**src/rtl/seg_scan_decoder.sv**
```systemverilog
// ============================================================================
// seg_scan_decoder
// Reads a multiplexed active-low seven-segment bus back into hex nibbles,
// flags illegal patterns and streams digit changes over valid/ready.
// Revision: 1.0
// ============================================================================
`default_nettype none

module seg_scan_decoder #(
    parameter int DIGITS        = 4,
    parameter int STABLE_CYCLES = 16
) (
    input  logic                  clk,
    input  logic                  rst,
    input  logic [6:0]            seg_n,
    input  logic                  dp_n,
    input  logic [DIGITS-1:0]     an_n,
    input  logic                  clr_err,
    output logic [4*DIGITS-1:0]   digits,
    output logic [DIGITS-1:0]     digit_valid,
    output logic [DIGITS-1:0]     dp,
    output logic                  upd_valid,
    input  logic                  upd_ready,
    output logic [2:0]            upd_idx,
    output logic [3:0]            upd_nibble,
    output logic                  bad_pat,
    output logic                  overrun
);

    localparam logic [7:0]        C_STABLE    = 8'(STABLE_CYCLES);
    localparam logic [7:0]        C_STABLE_M1 = 8'(STABLE_CYCLES - 1);
    localparam logic [DIGITS-1:0] C_ONE       = DIGITS'(1);

    // Returns {legal, blank, nibble}
    function automatic logic [5:0] decode(input logic [6:0] seg);
        logic [5:0] r;
        r = 6'b000000;
        case (seg)
            7'h01: r = {2'b10, 4'h0};
            7'h4F: r = {2'b10, 4'h1};
            7'h12: r = {2'b10, 4'h2};
            7'h06: r = {2'b10, 4'h3};
            7'h4C: r = {2'b10, 4'h4};
            7'h24: r = {2'b10, 4'h5};
            7'h20: r = {2'b10, 4'h6};
            7'h0F: r = {2'b10, 4'h7};
            7'h00: r = {2'b10, 4'h8};
            7'h04: r = {2'b10, 4'h9};
            7'h08: r = {2'b10, 4'hA};
            7'h60: r = {2'b10, 4'hB};
            7'h31: r = {2'b10, 4'hC};
            7'h42: r = {2'b10, 4'hD};
            7'h30: r = {2'b10, 4'hE};
            7'h38: r = {2'b10, 4'hF};
            7'h7F: r = {2'b01, 4'h0};
            default: r = 6'b000000;
        endcase
        return r;
    endfunction

    logic [6:0]          s_seg_q, s_seg_d, p_seg_q, p_seg_d;
    logic [DIGITS-1:0]   s_an_q, s_an_d, p_an_q, p_an_d;
    logic                s_dp_q, s_dp_d, p_dp_q, p_dp_d;
    logic [7:0]          cnt_q, cnt_d;
    logic [4*DIGITS-1:0] digits_q, digits_d;
    logic [DIGITS-1:0]   digit_valid_q, digit_valid_d;
    logic [DIGITS-1:0]   dp_q, dp_d;
    logic                upd_valid_q, upd_valid_d;
    logic [2:0]          upd_idx_q, upd_idx_d;
    logic [3:0]          upd_nibble_q, upd_nibble_d;
    logic                bad_pat_q, bad_pat_d;
    logic                overrun_q, overrun_d;

    logic                w_same, w_one, w_cap, w_upd;
    logic [DIGITS-1:0]   w_sel;
    logic [2:0]          w_idx;
    logic [3:0]          w_old_nib;
    logic                w_old_vld;
    logic [5:0]          w_dec;

    always_comb begin
        s_seg_d       = seg_n;
        s_an_d        = an_n;
        s_dp_d        = dp_n;
        p_seg_d       = s_seg_q;
        p_an_d        = s_an_q;
        p_dp_d        = s_dp_q;
        cnt_d         = cnt_q;
        digits_d      = digits_q;
        digit_valid_d = digit_valid_q;
        dp_d          = dp_q;
        upd_valid_d   = upd_valid_q;
        upd_idx_d     = upd_idx_q;
        upd_nibble_d  = upd_nibble_q;
        bad_pat_d     = bad_pat_q;
        overrun_d     = overrun_q;
        w_idx         = 3'd0;
        w_old_nib     = 4'h0;
        w_old_vld     = 1'b0;

        w_same = (s_seg_q == p_seg_q) && (s_an_q == p_an_q) && (s_dp_q == p_dp_q);
        w_sel  = ~s_an_q;
        w_one  = (w_sel != '0) && ((w_sel & (w_sel - C_ONE)) == '0);
        w_cap  = w_same && w_one && (cnt_q == C_STABLE_M1);
        w_dec  = decode(s_seg_q);

        if (!w_same || !w_one) begin
            cnt_d = 8'd0;
        end else if (cnt_q != C_STABLE) begin
            cnt_d = cnt_q + 8'd1;
        end

        for (int i = 0; i < DIGITS; i++) begin
            if (w_sel[i]) begin
                w_idx     = 3'(i);
                w_old_nib = digits_q[4*i +: 4];
                w_old_vld = digit_valid_q[i];
            end
        end

        if (w_cap) begin
            for (int i = 0; i < DIGITS; i++) begin
                if (w_sel[i]) begin
                    digit_valid_d[i] = w_dec[5];
                    if (w_dec[5]) begin
                        digits_d[4*i +: 4] = w_dec[3:0];
                    end
                    if (w_dec[5] || w_dec[4]) begin
                        dp_d[i] = ~s_dp_q;
                    end
                end
            end
        end

        w_upd = w_cap && w_dec[5] && (!w_old_vld || (w_old_nib != w_dec[3:0]));

        if (upd_valid_q && upd_ready) begin
            upd_valid_d = 1'b0;
        end
        if (w_upd) begin
            upd_valid_d  = 1'b1;
            upd_idx_d    = w_idx;
            upd_nibble_d = w_dec[3:0];
        end

        // Clear first so a coincident set wins
        if (clr_err) begin
            bad_pat_d = 1'b0;
            overrun_d = 1'b0;
        end
        if (w_cap && !w_dec[5] && !w_dec[4]) begin
            bad_pat_d = 1'b1;
        end
        if (w_upd && upd_valid_q && !upd_ready) begin
            overrun_d = 1'b1;
        end
    end

    always_ff @(posedge clk or posedge rst) begin
        if (rst) begin
            s_seg_q       <= 7'h7F;
            p_seg_q       <= 7'h7F;
            s_an_q        <= '1;
            p_an_q        <= '1;
            s_dp_q        <= 1'b1;
            p_dp_q        <= 1'b1;
            cnt_q         <= 8'd0;
            digits_q      <= '0;
            digit_valid_q <= '0;
            dp_q          <= '0;
            upd_valid_q   <= 1'b0;
            upd_idx_q     <= 3'd0;
            upd_nibble_q  <= 4'h0;
            bad_pat_q     <= 1'b0;
            overrun_q     <= 1'b0;
        end else begin
            s_seg_q       <= s_seg_d;
            p_seg_q       <= p_seg_d;
            s_an_q        <= s_an_d;
            p_an_q        <= p_an_d;
            s_dp_q        <= s_dp_d;
            p_dp_q        <= p_dp_d;
            cnt_q         <= cnt_d;
            digits_q      <= digits_d;
            digit_valid_q <= digit_valid_d;
            dp_q          <= dp_d;
            upd_valid_q   <= upd_valid_d;
            upd_idx_q     <= upd_idx_d;
            upd_nibble_q  <= upd_nibble_d;
            bad_pat_q     <= bad_pat_d;
            overrun_q     <= overrun_d;
        end
    end

    assign digits      = digits_q;
    assign digit_valid = digit_valid_q;
    assign dp          = dp_q;
    assign upd_valid   = upd_valid_q;
    assign upd_idx     = upd_idx_q;
    assign upd_nibble  = upd_nibble_q;
    assign bad_pat     = bad_pat_q;
    assign overrun     = overrun_q;

endmodule

`default_nettype wire

```
**config.mk**
```make
export PLATFORM = sky130hd
export DESIGN_NAME = seg_scan_decoder
export DESIGN_NICKNAME = d
export VERILOG_FILES = /design/src/rtl/seg_scan_decoder.sv
export SDC_FILE = /design/constraint.sdc
export NUM_CORES = 1
export LEC_CHECK = 0
export BUFFER_PORTS_ARGS = -buffer_cell sky130_fd_sc_hd__buf_4
export CORE_MARGIN = 2
export CORE_UTILIZATION = 56
export DETAILED_ROUTE_END_ITERATION = 8
export HOLD_SLACK_MARGIN = 0.03
export PLACE_DENSITY_LB_ADDON = 0.1
export REMOVE_ABC_BUFFERS = 1
export SYNTH_ARGS = -nofsm -noshare
export SYNTH_HDL_FRONTEND = slang
export SYNTH_SLANG_ARGS = --single-unit
```
**constraint.sdc**
```tcl
create_clock -name clk -period 3.3 [get_ports clk]
set_input_delay 0.66 -clock clk [delete_from_list [all_inputs] [get_ports clk]]
set_output_delay 0.66 -clock clk [all_outputs]
set_load 0.01 [all_outputs]
```
* After elaboration in Yosys (flattened, before gate mapping) *
Cells that the tools add are included.

cells by class
  add/subtract/negate cells = 2
  $mul = 0
  div/mod/pow operators = 0
  order comparisons = 0
  equal/unequal tests = 22
  shift operators = 0
  mux-type cells = 19
  bitwise gates (word level) = 3
  reduce and logical (&&, ||, !) cells = 40

operator list
  kind                                                                      count
  6-bit case mux with 17 select lines                                       1
  7-bit by 6-bit equality test with 1-bit output (second input constant)    5
  7-bit equality test (second input constant)                               5
  3-bit AND reduction                                                       8
  4-bit 2-to-1 mux                                                          4
  8-bit 2-to-1 mux                                                          2
  7-bit by 3-bit equality test with 1-bit output (second input constant)    2
  7-bit by 4-bit equality test with 1-bit output (second input constant)    2
  1-bit logical AND                                                         12
  1-bit 2-to-1 mux                                                          10
  8-bit by 1-bit adder with 8-bit output (second input constant)            1
  8-bit by 4-bit equality test with 1-bit output (second input constant)    1
  8-bit by 5-bit inequality test with 1-bit output (second input constant)  1
  2-bit AND reduction                                                       4
  2-bit nonzero test                                                        4
  7-bit by 1-bit equality test with 1-bit output (second input constant)    1
  7-bit by 5-bit equality test with 1-bit output (second input constant)    1
  7-bit equality test                                                       1
  7-bit logical NOT                                                         1
  1-bit logical NOT                                                         6
  3-bit 2-to-1 mux                                                          2
  4-bit AND                                                                 1
  4-bit equality test                                                       1
  4-bit logical NOT                                                         1
  7 further kinds                                                           9

storage, ports and cells
  register bits = 66
  bits in latches = 0
  bits in writable memories = 0
  ROM bits = 0
  bits of input ports = 16
  output and inout bits = 34
  memories = 0

* Logic depth before layout (Yosys ltp) *
Gate-level depths: netlist of run 1.

  depth in word-level cells = 12
  gate-level depth with buffers = 10
  depth with buffers taken out = 7

* Least setup slack after synthesis of run 1 *
No wires, ideal clock.

  path kind = reg2reg
  start point = register s_seg_q[5] (netlist: p_seg_d[5])
  end point = register digits_q[14] (netlist: digits[14])
  setup time = 0.125 ns
  arrival time = 2.294 ns
  data required time = 3.175 ns
  path slack = 0.881 ns
  stages on the path, launching flop included = 9
  path buffers = 2
  period minus slack after synthesis = 2.419 ns
  cells stage by stage = dfstp_2 > buf_2 > buf_2 > xnor2_1 > nand4_1 > nor4_2 > nand3_1 > nor3b_2 > mux2_2

on the way
  longest elaborated chain between the ends = 6
  elaborated cells between the ends (all ways) = 24
  those cells by class = 17 x eq/ne; 1 x mux; 6 x reduce/logical

RTL lines
  item                                                                         line  text
  start: declaration                                                           61    logic [6:0] s_seg_q, s_seg_d, p_seg_q, p_seg_d;
  start signal: assignment                                                     177   s_seg_q <= s_seg_d;
  branches (longest 6 deep; another with 6-bit case mux with 17 select lines)  -
  end signal: assignment                                                       184   digits_q <= digits_d;
  end: declaration                                                             65    logic [4*DIGITS-1:0] digits_q, digits_d;

Several ways; the timed one is not identified.
A chain may end at the register's enable or synchronous reset.

* Worst setup path in the final report of run 1 *
  start point = register s_seg_q[4] (netlist: p_seg_d[4])
  end point = register upd_idx_q[0] (netlist: upd_idx[0])

on the way
  longest elaborated chain between the ends = 7
  elaborated cells between the ends (all ways) = 27
  those cells by class = 18 x eq/ne; 1 x mux; 8 x reduce/logical

RTL lines
  item                                                                         line  text
  branches (longest 6 deep; another with 6-bit case mux with 17 select lines)  -
  1-bit logical AND *                                                          135   w_upd = w_cap && w_dec[5] && (!w_old_vld || (w_old_nib != w_dec[3:0]));
  end signal: assignment                                                       188   upd_idx_q <= upd_idx_d;
  end: declaration                                                             69    logic [2:0] upd_idx_q, upd_idx_d;

Every way passes the cells marked *.

==> results of run 1 <==
[registers in the layout, indices dropped and copies added, names as in the netlist, 4 cells and up]
register	count
digit_valid	4
cnt_q	8
p_seg_q	7
upd_nibble	4
p_seg_d	7
p_an_d	4
dp	4
digits	16
p_an_q	4
[critical path, stage by stage, from the launching register on]
cell and delay (ns):
dfstp_2 0.73, and4bb_1 0.26, nor2_1 0.09, a2bb2oi_1 0.38
nand4_2 0.30, nand4_2 0.25, a31o_1 0.46, mux2_4 0.34
[synth_stat cells (2+ instances only)]
| cell | number |
|---|---|
| mux2_2 | 23 |
| o21bai_1 | 2 |
| inv_1 | 8 |
| mux2_4 | 6 |
| o22ai_1 | 2 |
| xnor2_1 | 13 |
| buf_6 | 2 |
| or3_1 | 2 |
| nor3_1 | 3 |
| nand4_2 | 2 |
| a22o_1 | 2 |
| dfstp_2 | 24 |
| nand2b_1 | 2 |
| a222oi_1 | 3 |
| a21oi_1 | 9 |
| mux2_1 | 2 |
| and4bb_1 | 2 |
| buf_4 | 4 |
| nor3_2 | 2 |
| dfrtp_1 | 41 |
| buf_2 | 8 |
| nand2_1 | 14 |
| nor2b_1 | 2 |
| nor2_1 | 20 |
| o31ai_1 | 4 |
| nand4_1 | 8 |
| mux2i_1 | 2 |
| nand3b_1 | 3 |
| o21ai_0 | 8 |
| ha_1 | 2 |
| nand3_1 | 6 |
| nor4_1 | 3 |
| xor2_1 | 9 |
[through the flow]
stage / total power [W] / area [um^2] / worst slack (ns) / cells
2_1_floorplan: 0.000923 / 3080 / 0.853 / 253
3_3_place_gp: 0.000964 / 3560 / 0.443 / 376
3_5_place_dp: 0.000966 / 3560 / 0.385 / 376
4_1_cts: 0.00167 / 3770 / 0.371 / 392
5_1_grt: 0.00172 / 3770 / 0.188 / 392
6_report: 0.00165 / 3770 / 0.379 / 392
[kinds of logic after synthesis]
| kind of cell | Yosys count |
|---|---|
| AND/OR/NAND/NOR | 79 |
| flip-flops | 65 |
| AO/OA/AOI/OAI | 43 |
| multiplexers | 33 |
| buffers and inverters | 23 |
| XOR/XNOR | 22 |
| adder cells (fa/ha/maj) | 2 |
| other | 1 |
[report_power, final]
group	leakage (nW)	internal, W	switching [W]	total [W]
combinational	0.786	0.0000435	0.0000507	0.0000941
clock	0.107	0.000410	0.000284	0.000694
sequential	0.826	0.000825	0.0000329	0.000858
total	1.72	0.00128	0.000368	0.00165
[cell type report]
type,instances,area share [%]
sequential,65,43.9
multi-input combinational,180,36.9
timing repair buffer,51,10.5
clock buffer,14,4.58
tap,72,2.39
clock inverter,2,0.929
inverter,8,0.796
[cells in the final DEF, fill, tap and decap left out, drive strengths merged, types with 2 or more instances in the layout]
| master | count |
|---|---|
| o21bai | 2 |
| nand2b | 2 |
| ha | 2 |
| nand3b | 3 |
| nand4 | 10 |
| clkbuf | 14 |
| o22ai | 2 |
| nor4 | 4 |
| nor2 | 20 |
| buf | 51 |
| nor3 | 5 |
| and4bb | 2 |
| a21oi | 9 |
| mux2i | 2 |
| a22o | 2 |
| dfstp | 24 |
| xnor2 | 13 |
| or3 | 3 |
| xor2 | 9 |
| dfrtp | 41 |
| o21ai | 9 |
| nand3 | 6 |
| inv | 8 |
| mux2 | 31 |
| o31ai | 4 |
| nor3b | 2 |
| o211ai | 2 |
| nor2b | 2 |
| nand2 | 14 |
| a222oi | 3 |
[metal layers]
| layer | track usage, % | vias up | share of wire (%) |
|---|---|---|---|
| met4 | 7.76 | 0 | 0.90 |
| met1 | 30.9 | 1099 | 48 |
| met3 | 6.14 | 5 | 4.6 |
| met2 | 33.2 | 60 | 47 |
| met5 | 0 | - | 0 |
| li1 | - | 1065 | - |
[path summary, 6_finish.rpt]
kind / to / slack [ns]
setup reg to reg: upd_idx[0] / 0.38
max in group asynchronous: p_an_q[2] / 2.16
hold / removal: p_dp_q / 0.41
setup / recovery: upd_idx[0] / 0.38
min in group asynchronous: digits[4] / 0.45
hold reg to reg: p_dp_q / 0.41
==> out/qor.yml, run 1 <==
synth-seq-cells: 65
critical_path_peak_fanout: 17
setup_viol: 0
io_buffers: 48
drt_wl_total_um: 6360
power.ir.vdd_worst_mv: 0.343
grt_pass1_wl_um: 10500
numClockSinks: 65
hold_slack_ns: 0.413
synthDominantAreaCellType: "dfrtp_1"
antenna-diode-count: 0
outcome: "complete, no violations"
cp_capture_type: "register"
post_route_cells_drive_above_1_share_pct: 40.6
grt_start_max_net_pins: 34
cts_max_path_buffers: 2
worstRegToRegCells: 7
finish.net_count: 333
detail_route.vias_per_cell: 5.69
grt_pass1_vias: 2061
power_per_cell_area_mw_per_mm2: 436
timing.final.crit_period_ns: 2.92
worst_hold_path.num_cells: 0
yosysSeqAreaShare_pct: 52.2
tritoncts: "done"
category_of_the_worst_setup_path_launch_point: "register"
path_clk_slew_ns: 0.06
worst_hold_path_type: "register to register"
synth-xor-area-share_pct: 6.07
cts_h_tree_lvls: 3
post-route-drc-count: 0
synth.mux.area_fraction_pct: 12.3
clock.fmax_ghz: 0.342
combinational_family_with_the_most_area_after_synthesis: "simple AND/OR/NAND/NOR gates"
timing.critical_path.arrival_ns: 3.15
finalWeightedCongestion: 0.827
ff_latch_area_mm2: 0.00166
final_hold_vios: 0
die_y_um: 79.3
mappedNetlistArea_mm2: 0.00318
antenna_left: 0
layout_stage_area_growth_over_the_synthesis_result_pct: 18.8
power.static_leakage_nw: 1.72
r2r-start: "p_seg_d[4]"
post_synthesis_share_of_cell_area_spent_on_full_adders_half_adders_and_majority_gates_pct: 0.788
die-area_mm2: 0.00629
unrepaired_setup_endpoints_after_global_routing: "false"
grt_antenna_before_repair: 0
grtUsageTotal_pct: 22.1
fp.dieW_um: 79.3
holdCritStartpoint: "p_dp_d"
layout_worst_path_cycle_share_pct: 88.5
worst_slew_pin_slew_ns: 0.717
criticalPathCategory: "register to register"
setup_buffers_after_cts: 0
leading_register_cell_type_out_of_synthesis: "dfrtp_1"
synth.area.top_cells: "dfrtp_1 (32%), dfstp_2 (20%), mux2_2 (8.2%), xnor2_1 (3.6%), mux2_4 (2.8%)"
fillerInstances: 407
wl_per_cell_um: 16.2
synth-compound-area-share_pct: 9.73
row_count: 27
detailroute.via_count: 2229
worst_clock_skew_ns: 0.00731
cts_hold_buf: 0
hpwl_um: 4500
synthSimpleGateAreaFrac_pct: 14.8
core_area_mm2: 0.00551
global_route.overflow_total: 0
postSynthCellCount: 268
ys_types: 58
numCtsBuffers: 9
drt_first_iter_violations: 136
synthesis.area_per_instance_um2: 11.8
yosys_warnings: 0
drt_pre_antenna_iters: 7
required_ns: 3.52
postLayoutCoreUtil_pct: 68.5
synth-edff-count: 0
critPathLaunch: "p_seg_d[4]"
insertion_delay_ns: 0.34
synth_largest_type_area_fraction_pct: 32.3
num_io_pins: 50
max-cap-violations: 0
slew_headroom_pct: 52.1
multi_input_area_mm2: 0.00139
drv_slew: 0
asyncSetResetFlopFracSynth_pct: 100
fin_setup_tns_ns: 0
start_util_pct: 57.7
cts_resized: 0
clk_root_buffer_cell: "clkbuf_8"
(Power assumes the default switching activity.)
==> run 2: changes to the inputs <==
--- a/config.mk
+++ b/config.mk
@@ -7,7 +7,7 @@
 export LEC_CHECK = 0
 export BUFFER_PORTS_ARGS = -buffer_cell sky130_fd_sc_hd__buf_4
 export CORE_MARGIN = 2
-export CORE_UTILIZATION = 56
+export CORE_UTILIZATION = 51
 export DETAILED_ROUTE_END_ITERATION = 8
 export HOLD_SLACK_MARGIN = 0.03
 export PLACE_DENSITY_LB_ADDON = 0.1
==> constraint.sdc (replaced) <==
create_clock -name clk -period 2.35 [get_ports clk]
set_input_delay 0.47 -clock clk [delete_from_list [all_inputs] [get_ports clk]]
set_output_delay 0.47 -clock clk [all_outputs]
set_load 0.01 [all_outputs]
==> run 2 against run 1 <==
Compared with the run above: the run now ends with negative setup slack left; sequential power rose by 39%; final area grew 19%; flip-flop and latch count unchanged; critical path depth increased by 1; routed wire length rose by 23%; utilization is 6.8 points higher; register-to-register slack worse by 0.42 ns; sequential share of layout area shrank 7.0 points; critical endpoint is now upd_nibble[0]; highest routed layer unchanged.
==> out/qor.yml, run 2 (same netlist as run 1, synthesis figures left out) <==
outcome: "finished, violations left"
failed_checks: "negative setup slack"
worstRegToRegCells: 8  # +1
slew_headroom_pct: 62.0  # +9.9 points
drt_pre_antenna_iters: 4  # -3
cts_max_path_buffers: 2  # unchanged
finish.net_count: 395  # +19%
detail_route.vias_per_cell: 5.49  # -3.4%
worst_clock_skew_ns: 0.00870  # +0.00139 ns
clk_root_buffer_cell: "clkbuf_8"
max_incr_delay_on_cp_ns: 0.62  # -0.11 ns
cts_h_tree_lvls: 3  # unchanged
drt_first_iter_violations: 111  # -18%
wl_per_cell_um: 17.2  # +5.9%
worst_slew_pin_slew_ns: 0.565  # -0.152 ns
grt_pass1_vias: 2498  # +21%
power_per_cell_area_mw_per_mm2: 507  # +16%
row_count: 28  # +3.7%
antenna-diode-count: 0  # unchanged
drv_slew: 0  # unchanged
cts_hold_buf: 0  # unchanged
final_hold_vios: 0  # unchanged
global_route.overflow_total: 0  # unchanged
power.static_leakage_nw: 2.08  # +21%
hpwl_um: 5250  # +17%
timing.critical_path.buf_inv: 1  # +1
drt_wl_total_um: 7850  # +23%
largest_register_ff_count: 16  # unchanged
power.ir.vdd_worst_mv: 0.463  # +35%
worst_hold_path_type: "input port to asynchronous set/reset pin"
criticalPathCategory: "register to register"
library_cell_contributing_the_largest_single_delay_on_the_critical_path: "dfstp_2"
die_y_um: 82.9  # +4.5%
insertion_delay_ns: 0.35  # about the same
crit_chain: "buf_6 -> and4b_1 -> a21oi_1 -> o41a_1 -> o211ai_1 -> xor2_1 -> a31o_4 -> mux2_4"
numClockSinks: 65  # unchanged
critical_path_peak_fanout: 7  # -10
max-cap-violations: 0  # unchanged
finalWorstSetupSlack_ns: -0.0363  # -0.415 ns
clock.fmax_ghz: 0.419  # +22%
r2r-start: "p_seg_d[6]"
unrepaired_setup_endpoints_after_global_routing: "true"
timing.critical_path.arrival_ns: 2.62  # -0.53 ns
r2r_slack_ns: -0.04  # -0.42 ns
category_of_the_worst_setup_path_launch_point: "register"
post-route-drc-count: 0  # unchanged
detailroute.via_count: 2509  # +13%
layout.cell_area.non_filler_mm2: 0.00449  # +19%
cp_top_family: "compound AO/OA/AOI/OAI gates"
layout.cells.most_common_list: "buf_4 (97), dfrtp_1 (41), dfstp_2 (24)"
numCtsBuffers: 9  # unchanged
required_ns: 2.58  # -0.94 ns
core_area_mm2: 0.00596  # +8.2%
io_buffers: 48  # unchanged
grtUsageTotal_pct: 23.1  # +0.99 points
timing.rr.end: "upd_nibble[0]"
cp_capture_type: "register"
detailed_place.area_mm2: 0.00391  # +9.7%
grt_start_max_net_pins: 41  # +21%
antenna_left: 0  # unchanged
fp.dieW_um: 82.9  # +4.5%
start_util_pct: 53.3  # -4.3 points
finalWeightedCongestion: 0.925  # +12%
setup_viol: 14  # +14
most_common_library_cell_in_the_layout_ignoring_fill_and_taps: "buf_4"
path_clk_slew_ns: 0.07  # about the same
fin_total_pwr_w: 0.00227  # +38%
grt_pass1_wl_um: 12500  # +18%
tritoncts: "done"
num_io_pins: 50  # unchanged
die-area_mm2: 0.00687  # +9.3%
layout_stage_area_growth_over_the_synthesis_result_pct: 41.3
post_route_cells_drive_above_1_share_pct: 55.0  # +14 points
layout_worst_path_cycle_share_pct: 102  # +13 points
fin_setup_tns_ns: -0.263  # -0.263 ns
grt_antenna_before_repair: 0  # unchanged
timing.final.crit_period_ns: 2.39  # -0.535 ns
-- run 2: layer usage --
layer / routed length (um) / global-route usage (%)
met5: 0 / 0
met4: 150 / 8.49
met3: 360 / 6.56
met2: 3940 / 37.1
met1: 3400 / 29.9
-- run 2: how the worst max path moves through the flow --
stage | from | to | cells after the start
final | p_seg_d[6] | upd_nibble[0] | 8
after global routing | p_seg_d[2] | upd_idx[1] | 8
after CTS | p_seg_d[6] | digits[12] | 9
after detailed placement | p_seg_d[3] | upd_nibble[0] | 8
after global placement | p_seg_d[5] | upd_nibble[3] | 8
after floorplan | p_seg_d[5] | upd_nibble[3] | 7
-- run 2: worst reg2reg max path, delay by kind of cell (launching register included) --
| family | cells | cell delay (ns) |
|---|---|---|
| AO/OA/AOI/OAI | 4 | 0.82 |
| XOR/XNOR | 1 | 0.21 |
| buffers and inverters | 1 | 0.13 |
| flip-flops | 1 | 0.62 |
| multiplexers | 1 | 0.32 |
| AND/OR/NAND/NOR | 1 | 0.19 |
-- run 2: cell type report --
cell class	count	area, um^2
Sequential cell	65	1660
Clock buffer	15	156
Timing Repair Buffer	113	926
Inverter	8	30.0
Tap cell	75	93.8
Clock inverter	1	5.00
Fill cell	419	1470
Multi-Input combinational cell	180	1620
-- run 2: power breakdown --
group / internal (W) / switching (W) / total, W
Combinational: 0.000134 / 0.000130 / 0.000264
Sequential: 0.00116 / 0.0000283 / 0.00119
Clock: 0.000413 / 0.000411 / 0.000824
Total: 0.00170 / 0.000569 / 0.00227
-- run 2: what timing repair did --
item,4_1_cts,5_1_grt
resized for setup,14,45
endpoints found under the setup margin,21,30
hold endpoints to repair,0,0
pin swaps,8,12
buffers inserted,11,7
-- run 2: stage by stage --
step | util [%] | setup WS [ns] | std cells | hold slack (ns)
after global placement | 65.7 | -0.110 | 423 | 0.403
after global routing | 75.4 | -0.113 | 457 | 0.208
final | 75.4 | -0.0363 | 457 | 0.175
after floorplan | - | -0.0967 | 253 | 0.387
after detailed placement | 65.7 | -0.174 | 423 | 0.402
after CTS | 70.7 | -0.0285 | 450 | 0.188
